===== src/rtl/br_update_queue.sv =====
// br_update_queue: branch-result FIFO draining predictor updates plus a
// held mispredict recovery request. Optional: BR_UPDATE_QUEUE_STATS_EN.
module br_update_queue #(
  parameter int ISSUE_WIDTH = 2,
  parameter int DEPTH = 8,
  parameter int PC_W = 32,
  parameter int PHT_IDX_W = 10
) (
  input  logic                           clk,
  input  logic                           rst_n,
  input  logic [ISSUE_WIDTH-1:0]         brValid,
  input  logic [ISSUE_WIDTH*PC_W-1:0]    brAddr,
  input  logic [ISSUE_WIDTH*PC_W-1:0]    brNext,
  input  logic [ISSUE_WIDTH-1:0]         brTaken,
  input  logic [ISSUE_WIDTH-1:0]         brIsCond,
  input  logic [ISSUE_WIDTH-1:0]         brMispred,
  input  logic [ISSUE_WIDTH*PHT_IDX_W-1:0] brPhtIdx,
  input  logic [ISSUE_WIDTH*2-1:0]       brPhtPrev,
  input  logic                           flushAll,
  output logic                           updValid,
  input  logic                           updReady,
  output logic [PC_W-1:0]                updAddr,
  output logic [PC_W-1:0]                updTarget,
  output logic                           updTaken,
  output logic                           updIsCond,
  output logic [PHT_IDX_W-1:0]           updPhtIdx,
  output logic [1:0]                     updPhtNew,
  output logic                           nearFull,
  output logic                           recReq,
  output logic [PC_W-1:0]                recPC,
  input  logic                           recAck,
  output logic [15:0]                    statMispred,
  output logic [15:0]                    statDrop
);
  localparam int AW = $clog2(DEPTH);
  localparam int PW = AW + 1;

  typedef struct packed {
    logic [PC_W-1:0]      addr;
    logic [PC_W-1:0]      target;
    logic                 taken;
    logic                 isCond;
    logic [PHT_IDX_W-1:0] phtIdx;
    logic [1:0]           phtNew;
  } entry_t;

  typedef enum logic {IDLE, REQ} rec_state_t;

  entry_t                 mem [DEPTH];
  entry_t                 laneEnt [ISSUE_WIDTH];
  entry_t                 hd;
  logic [PW-1:0]          slot [ISSUE_WIDTH];
  logic [PW-1:0]          head, tail, used, freeSlots;
  logic [PW-1:0]          nValid, nAccept;
  logic [ISSUE_WIDTH-1:0] accept;
  logic                   deq;

  rec_state_t             state, stateNext;
  logic                   anyMis, recCapture;
  logic [PC_W-1:0]        misPC;

  function automatic logic [1:0] nextCtr(
    input logic [1:0] prev,
    input logic       taken,
    input logic       isCond
  );
    logic [1:0] r;
    r = prev;
    if (isCond && taken && prev != 2'd3)
      r = prev + 2'd1;
    else if (isCond && !taken && prev != 2'd0)
      r = prev - 2'd1;
    return r;
  endfunction

  assign used      = tail - head;
  assign freeSlots = PW'(DEPTH) - used;
  assign updValid  = (used != '0);
  assign nearFull  = freeSlots < PW'(ISSUE_WIDTH);
  assign deq       = updValid && updReady;

  assign hd        = mem[head[AW-1:0]];
  assign updAddr   = hd.addr;
  assign updTarget = hd.target;
  assign updTaken  = hd.taken;
  assign updIsCond = hd.isCond;
  assign updPhtIdx = hd.phtIdx;
  assign updPhtNew = hd.phtNew;

  // valid lanes are compacted; only the lowest ones that fit are kept
  always_comb begin
    nValid  = '0;
    nAccept = '0;
    accept  = '0;
    for (int i = 0; i < ISSUE_WIDTH; i++) begin
      slot[i]           = tail + nValid;
      laneEnt[i].addr   = brAddr[i*PC_W +: PC_W];
      laneEnt[i].target = brNext[i*PC_W +: PC_W];
      laneEnt[i].taken  = brTaken[i];
      laneEnt[i].isCond = brIsCond[i];
      laneEnt[i].phtIdx = brPhtIdx[i*PHT_IDX_W +: PHT_IDX_W];
      laneEnt[i].phtNew = nextCtr(brPhtPrev[i*2 +: 2],
                                  brTaken[i], brIsCond[i]);
      if (brValid[i]) begin
        if (nValid < freeSlots) begin
          accept[i] = 1'b1;
          nAccept   = nAccept + PW'(1);
        end
        nValid = nValid + PW'(1);
      end
    end
  end

  always_ff @(posedge clk or negedge rst_n) begin
    if (!rst_n) begin
      head <= '0;
      tail <= '0;
      for (int k = 0; k < DEPTH; k++)
        mem[k] <= '0;
    end else if (flushAll) begin
      head <= tail;
    end else begin
      for (int i = 0; i < ISSUE_WIDTH; i++)
        if (accept[i])
          mem[slot[i][AW-1:0]] <= laneEnt[i];
      tail <= tail + nAccept;
      if (deq)
        head <= head + PW'(1);
    end
  end

  always_comb begin
    anyMis = 1'b0;
    misPC  = '0;
    for (int i = ISSUE_WIDTH - 1; i >= 0; i--) begin
      if (brValid[i] && brMispred[i]) begin
        anyMis = 1'b1;
        misPC  = brNext[i*PC_W +: PC_W];
      end
    end
    stateNext  = state;
    recCapture = 1'b0;
    unique case (state)
      IDLE: begin
        if (anyMis) begin
          stateNext  = REQ;
          recCapture = 1'b1;
        end
      end
      REQ: begin
        if (recAck)
          stateNext = IDLE;
      end
      default: stateNext = IDLE;
    endcase
  end

  always_ff @(posedge clk or negedge rst_n) begin
    if (!rst_n) begin
      state <= IDLE;
      recPC <= '0;
    end else begin
      state <= stateNext;
      if (recCapture)
        recPC <= misPC;
    end
  end

  assign recReq = (state == REQ);

`ifdef BR_UPDATE_QUEUE_STATS_EN
  logic [15:0] mispredCnt, dropCnt;
  logic [PW-1:0] dropLanes;
  logic [16:0] dropSum;

  assign dropLanes = flushAll ? '0 : nValid - nAccept;
  assign dropSum   = {1'b0, dropCnt} + 17'(dropLanes);

  always_ff @(posedge clk or negedge rst_n) begin
    if (!rst_n) begin
      mispredCnt <= '0;
      dropCnt    <= '0;
    end else begin
      if (recCapture && mispredCnt != 16'hFFFF)
        mispredCnt <= mispredCnt + 16'd1;
      dropCnt <= dropSum[16] ? 16'hFFFF : dropSum[15:0];
    end
  end

  assign statMispred = mispredCnt;
  assign statDrop    = dropCnt;
`else
  assign statMispred = '0;
  assign statDrop    = '0;
`endif

endmodule

===== config.mk =====
export PLATFORM = sky130hd
export DESIGN_NAME = br_update_queue
export DESIGN_NICKNAME = d
export VERILOG_FILES = /design/src/rtl/br_update_queue.sv
export SDC_FILE = /design/constraint.sdc
export NUM_CORES = 2
export LEC_CHECK = 0
export CAP_MARGIN = 0
export CORE_ASPECT_RATIO = 0.5
export CORE_MARGIN = 1.5
export CORE_UTILIZATION = 40
export CTS_CLUSTER_SIZE = 12
export DETAILED_ROUTE_END_ITERATION = 16
export PLACE_DENSITY_LB_ADDON = 0.12
export SLEW_MARGIN = 20
export SYNTH_ARGS = -nofsm -noshare
export SYNTH_HDL_FRONTEND = slang
export SYNTH_SLANG_ARGS = --single-unit

===== constraint.sdc =====
create_clock -name clk -period 5.75 [get_ports clk]
set_input_delay 1.725 -clock clk [delete_from_list [all_inputs] [get_ports clk]]
set_output_delay 1.725 -clock clk [all_outputs]
set_load 0.01 [all_outputs]

# After elaboration in Yosys (flattened, before gate mapping)
# Index checks and enable logic that the tools add are counted.
# totals
register_bits	665
latchBits	0
ram_bits	0
rom_bits	0
output_inout_bits	145
wordCells	130
mem_count	0
# op_classes
n_addsub	10
n_mul	0
div	0
order_cmp	8
n_eq_ne	2
n_shift	0
mux	35
n_bitwise	4
reduce_logical	19
# op_table
op	count
two-way mux 624 bit	3
bitwise mux 624 bit	2
demux 78 bit (select 3 bit)	2
two-way mux 78 bit	4
binary-select mux 78 bit (select 3 bit)	1
two-way mux 32 bit	2
two-way mux 4 bit	4
logical AND 1 bit	13
>= comparator 4 bit, second input constant	3
two-way mux 1 bit	12
NOT 3 -> 4 bit	3
adder 4 x 1 -> 4 bit, second input constant	2
< comparator 4 x 1 -> 1 bit, second input constant	2
two-way mux 2 bit	4
nonzero test 2 bit	3
adder 2 x 1 -> 2 bit, second input constant	2
adder 4 bit	1
< comparator 1 x 4 -> 1 bit, first input constant	1
< comparator 4 x 2 -> 1 bit, second input constant	1
< comparator 4 bit	1
!= test 2 bit, second input constant	2
nonzero test 4 bit	1
subtractor 2 x 1 -> 2 bit, second input constant	2
subtractor 4 bit	1
other kinds (5)	6

# Depth between registers and ports, before layout
# logic_depth
ltp_word	10
mapped_depth	18
ltp_nobuf	15

# Least setup slack after synthesis
# No wires, ideal clock.
# synth_path
path_type	register to register
startpoint	register head[1]
endpoint	register tail[1]
setup_ns	0.083
arrival_time_ns	4.139
setup_slack_ns	1.528
path_stages_with_launch	18
path_buffers	4
period_less_slack_ns	4.222
path_cell_list	dfrtp_1 > clkbuf_1 > clkbuf_1 > buf_1 > inv_1 > ha_1 > nand3b_1 > nand2_1 > xnor3_2 > nor2_8 > buf_6 > inv_1 > ha_1 > mux2_2 > ha_1 > fa_1 > inv_1 > o21ai_0
# synth_via
elab_chain_len	9
# synth_rtl
item	line	source
start: declaration	53	logic [PW-1:0] head, tail, used, freeSlots;
start signal: assignment	121	head <= tail;
start signal: assignment	128	head <= head + PW'(1);
subtractor 4 bit *	76	assign used = tail - head;
subtractor 4 bit *	77	assign freeSlots = PW'(DEPTH) - used;
< comparator 1 x 4 -> 1 bit	105	if (nValid < freeSlots) begin
two-way mux 1 bit	105	
two-way mux 1 bit	104	if (brValid[i]) begin
adder 4 x 1 -> 4 bit	107	nAccept = nAccept + PW'(1);
two-way mux 4 bit	105	
two-way mux 4 bit *	104	
adder 4 bit *	126	tail <= tail + nAccept;
end signal: assignment	126	
end: declaration	53	
# Every way passes the cells marked *; elsewhere a longest branch is shown, timed or not.
# A chain may end at the register's enable or synchronous reset.

# Final worst setup path
# layout_path
startpoint	register head[0]
endpoint	output port updAddr[2]
# layout_via
elab_chain_len	4
# layout_rtl
item	line	source
NOT 3 -> 4 bit (not written as such)	82	assign hd = mem[head[AW-1:0]];
binary-select mux 78 bit (select 3 bit)	82	
two-way mux 78 bit (not written as such) (2 in series)	82	
end: declaration	22	output logic [PC_W-1:0] updAddr,
# Every way passes these cells. The select of a mux whose other input is x is not followed.

==> results_tabular.tex <==
\begin{tabular}{lr}
\hline
Metric & Value \\
\hline
\multicolumn{2}{l}{\textbf{Synthesis}} \\
Asr flop ratio synth & 1.000 \\
Synth unique cells & 57 \\
Mapped Area & 37930 um2 \\
Yosys top cell area share & 0.4388 \\
Flip-flop and latch count after synthesis & 665 \\
Cell types occupying the most area after synthesis & sky130\_fd\_sc\_hd\_\_dfrtp\_1 (44\%), sky130\_fd\_sc\_hd\_\_a221oi\_1 (11\%), sky130\_fd\_sc\_hd\_\_mux4\_2 (9.3\%) \\
Cell types with the highest counts after synthesis & sky130\_fd\_sc\_hd\_\_dfrtp\_1 (665), sky130\_fd\_sc\_hd\_\_inv\_1 (627), sky130\_fd\_sc\_hd\_\_nor3\_1 (613), sky130\_fd\_sc\_hd\_\_a221oi\_1 (492), sky130\_fd\_sc\_hd\_\_mux4\_2 (156) \\
Syn Inst Count & 3751 \\
Fraction of the yosys area taken by sequential cells & 0.4388 \\
Yosys synthesis warning count & 0 \\
Most frequent cell after synthesis & sky130\_fd\_sc\_hd\_\_dfrtp\_1 \\
Mean instance size in the synthesized netlist & 10.11 um2 \\
Post-synth top area cell & sky130\_fd\_sc\_hd\_\_dfrtp\_1 \\
Post-synth EDFFs & 0 \\
Top\_reg\_cell synth & sky130\_fd\_sc\_hd\_\_dfrtp\_1 \\
\multicolumn{2}{l}{\textbf{Drt}} \\
Violation count after the first detailed-routing iteration & 3566 \\
Post-Route WL & 132.4 mm \\
Post-detailed-route via-to-cell ratio & 6.231 \\
Detailed-routing iteration count for the pre-antenna-repair pass & 5 \\
Routed vias & 31830 \\
Remaining number of nets flagged by the antenna check after routing & 0 \\
Wire per inst & 25.91 um \\
DRC violations left & 0 \\
\multicolumn{2}{l}{\textbf{Global routing}} \\
Vias in the first global route & 31630 \\
Global-route wire length before repair & 201.0 mm \\
Maximum number of pins on one net before global-route repair & 112 \\
GRT overflow & 0 \\
Overall routing resource usage & 0.2727 \\
Initial antenna violation count & 7 \\
\multicolumn{2}{l}{\textbf{Die}} \\
Die X-Extent & 438.5 um \\
Full die area & 96790 um2 \\
Count of standard-cell rows & 79 \\
Number of ports placed on the die boundary & 310 \\
Starting Density & 0.4060 \\
Vert. Die Dim & 220.7 um \\
Core region area & 93410 um2 \\
\multicolumn{2}{l}{\textbf{Setup path}} \\
CP peak stage delay & 630 ps \\
Worst Setup End Kind & output pin \\
Crit-path cells & buf\_12, buf\_4, mux4\_2, o21ai\_0, clkdlybuf4s50\_1 \\
Crit start category & flop \\
Crit Path Category & reg -> out \\
Cell type of the slowest stage on the worst timing path & sky130\_fd\_sc\_hd\_\_clkdlybuf4s50\_1 \\
Arrival time at the worst endpoint & 3730 ps \\
Largest fanout of any net on the critical path & 74 \\
Data required time of the worst path & 4030 ps \\
\multicolumn{2}{l}{\textbf{STA}} \\
Worst Clk Skew & 19.71 ps \\
Period utilization & 0.9482 \\
Setup Total Neg Slack & 0 ps \\
Count of final setup violators & 0 \\
F\_max & 183.4 MHz \\
RSZ-0062 raised after global routing & no \\
Slew margin rel. & 0.3360 \\
Min cycle time layout & 5452 ps \\
Final hold slack & 523.4 ps \\
Final hold violations & 0 \\
Slew at the pin closest to its max-slew limit & 992.4 ps \\
Final count of pins violating max slew & 0 \\
\multicolumn{2}{l}{\textbf{Clock tree}} \\
TritonCTS clock tree & yes \\
Maximum root-to-sink buffer count & 3 \\
Quantity of gates resized following cts & 0 \\
Buffer count from post-CTS setup fixing & 0 \\
Max H-tree Level & 3 \\
TritonCTS sink count & 665 \\
Clock slew at the register clock pins of the worst setup and hold paths & 60 ps \\
Total of hold buffers inserted after clock tree synthesis & 0 \\
Source-to-sink clock delay at the later pin of the worst-skew pair & 650 ps \\
CTS buffer count & 70 \\
Root buffer cell & sky130\_fd\_sc\_hd\_\_clkbuf\_16 \\
\multicolumn{2}{l}{\textbf{Place}} \\
Number of input and output port buffers inserted & 277 \\
Detailed placement HPWL & 73.22 mm \\
Routability congestion estimate from global placement & 0.8298 \\
\multicolumn{2}{l}{\textbf{Worst hold path}} \\
Class of the tightest hold or removal check & reg -> reg \\
\multicolumn{2}{l}{\textbf{Finish}} \\
Layout cells sized above 1 & 0.1494 \\
Number of nets in the finished design & 3993 \\
Area added between synthesis and finish & 14.90\% \\
\multicolumn{2}{l}{\textbf{Power}} \\
Leakage dissipation & 0.01849 uW \\
Maximum vdd ir drop & 0.4593 mV \\
PD cells & 586.9 nW/um2 \\
\multicolumn{2}{l}{\textbf{Outcome}} \\
Result of the run & completed \\
\multicolumn{2}{l}{\textbf{Flow run}} \\
Reported max-cap violation count & 0 \\
\hline
\end{tabular}
[layout by cell type (no fill, tap or decap), types with 8 or more instances in the layout]
cell type,synthesis,routed
sky130_fd_sc_hd__dfrtp_1,665,661
sky130_fd_sc_hd__inv_1,627,627
sky130_fd_sc_hd__nor3_1,613,613
sky130_fd_sc_hd__a221oi_1,492,492
sky130_fd_sc_hd__clkdlybuf4s50_1,0,275
sky130_fd_sc_hd__mux4_2,156,156
sky130_fd_sc_hd__nor2_1,123,123
sky130_fd_sc_hd__a221oi_2,122,122
sky130_fd_sc_hd__nand2_1,110,109
sky130_fd_sc_hd__o21ai_0,83,83
sky130_fd_sc_hd__or2_2,77,77
sky130_fd_sc_hd__or3_1,75,75
sky130_fd_sc_hd__clkbuf_16,0,73
sky130_fd_sc_hd__buf_4,63,45
sky130_fd_sc_hd__a21oi_1,39,38
sky130_fd_sc_hd__mux2i_1,35,35
sky130_fd_sc_hd__buf_12,0,35
sky130_fd_sc_hd__conb_1,1,32
sky130_fd_sc_hd__clkbuf_1,139,19
sky130_fd_sc_hd__nand3_1,16,16
sky130_fd_sc_hd__ha_1,15,15
sky130_fd_sc_hd__o221a_2,12,12
sky130_fd_sc_hd__clkbuf_8,0,10
sky130_fd_sc_hd__a2bb2oi_4,7,8
sky130_fd_sc_hd__o22ai_1,8,8
[routing by layer]
metal | wire length [um] | vias up | GRT usage
met1 | 57930 | 16320 | 0.3911
met4 | 3695 | 0 | 0.08669
met3 | 11380 | 221 | 0.05161
met5 | 0 | - | 0
li1 | - | 13830 | -
met2 | 59360 | 1458 | 0.4170
[sequential cells by signal, indices dropped and copies added, names as in the netlist]
signal and count:
recPC 32, tail 4, recReq 1, head 4, mem 624
[path summary, 6_finish.rpt]
kind                                      start              endpoint  slack, ps  depth (start not counted)
setup reg to reg            tail[1]$_DFFE_PN0N_   tail[1]$_DFFE_PN0N_       1500                         12
hold reg to reg            mem[441]$_DFFE_PN0N_  mem[441]$_DFFE_PN0N_        520                          2
max in group asynchronous                 rst_n  mem[524]$_DFFE_PN0N_       3470                          2
min in group asynchronous                 rst_n  recPC[2]$_DFFE_PN0P_       1090                          1
setup / recovery            head[0]$_DFFE_PN0P_            updAddr[2]        300                          5
hold / removal             mem[441]$_DFFE_PN0N_  mem[441]$_DFFE_PN0N_        520                          2
[power breakdown]
group	internal [uW]	total [uW]	switching, uW
registers	6650	7470	821
logic	5700	13600	7900
clock network	2520	4500	1980
[critical path: cells and delay by family (launching register included)]
family | cells | cell delay, ps
buffers and inverters | 3 | 1650
muxes | 1 | 530
AOI/OAI and AO/OA | 1 | 410
DFF | 1 | 420
[area by class of cell]
cell class,count,area (um2)
Clock buffer,102,2036
Multi-Input combinational cell,2090,17050
Inverter,627,2354
Timing Repair Buffer,357,3817
Fill cell,8837,49830
Sequential cell,665,16660
Clock inverter,9,95.09
Tap cell,1255,1570
Antenna cell,3,7.507
[kinds of logic after synthesis]
group	Yosys count	synth area share
buffers and inverters	1027	0.1170
adder cells (fa/ha/maj)	17	0.006004
AND/OR/NAND/NOR	1049	0.1380
XOR/XNOR	11	0.003497
flip-flops	665	0.4388
other	1	0.00009887
AO/OA/AOI/OAI	788	0.1942
multiplexers	193	0.1025
[metrics by stage]
stage	worst slack (ps)	util	power [uW]	cell area, um2	cells
floorplan	1528	-	16360	38040	3782
global placement	843.5	0.4437	20850	41440	4994
detailed placement	838.7	0.4437	21080	41440	4994
CTS	189.0	0.4665	25640	43570	5105
global route	100.3	0.4666	27080	43580	5108
finish	298.1	0.4666	25580	43580	5108
Power figures use the tool's default switching activity.
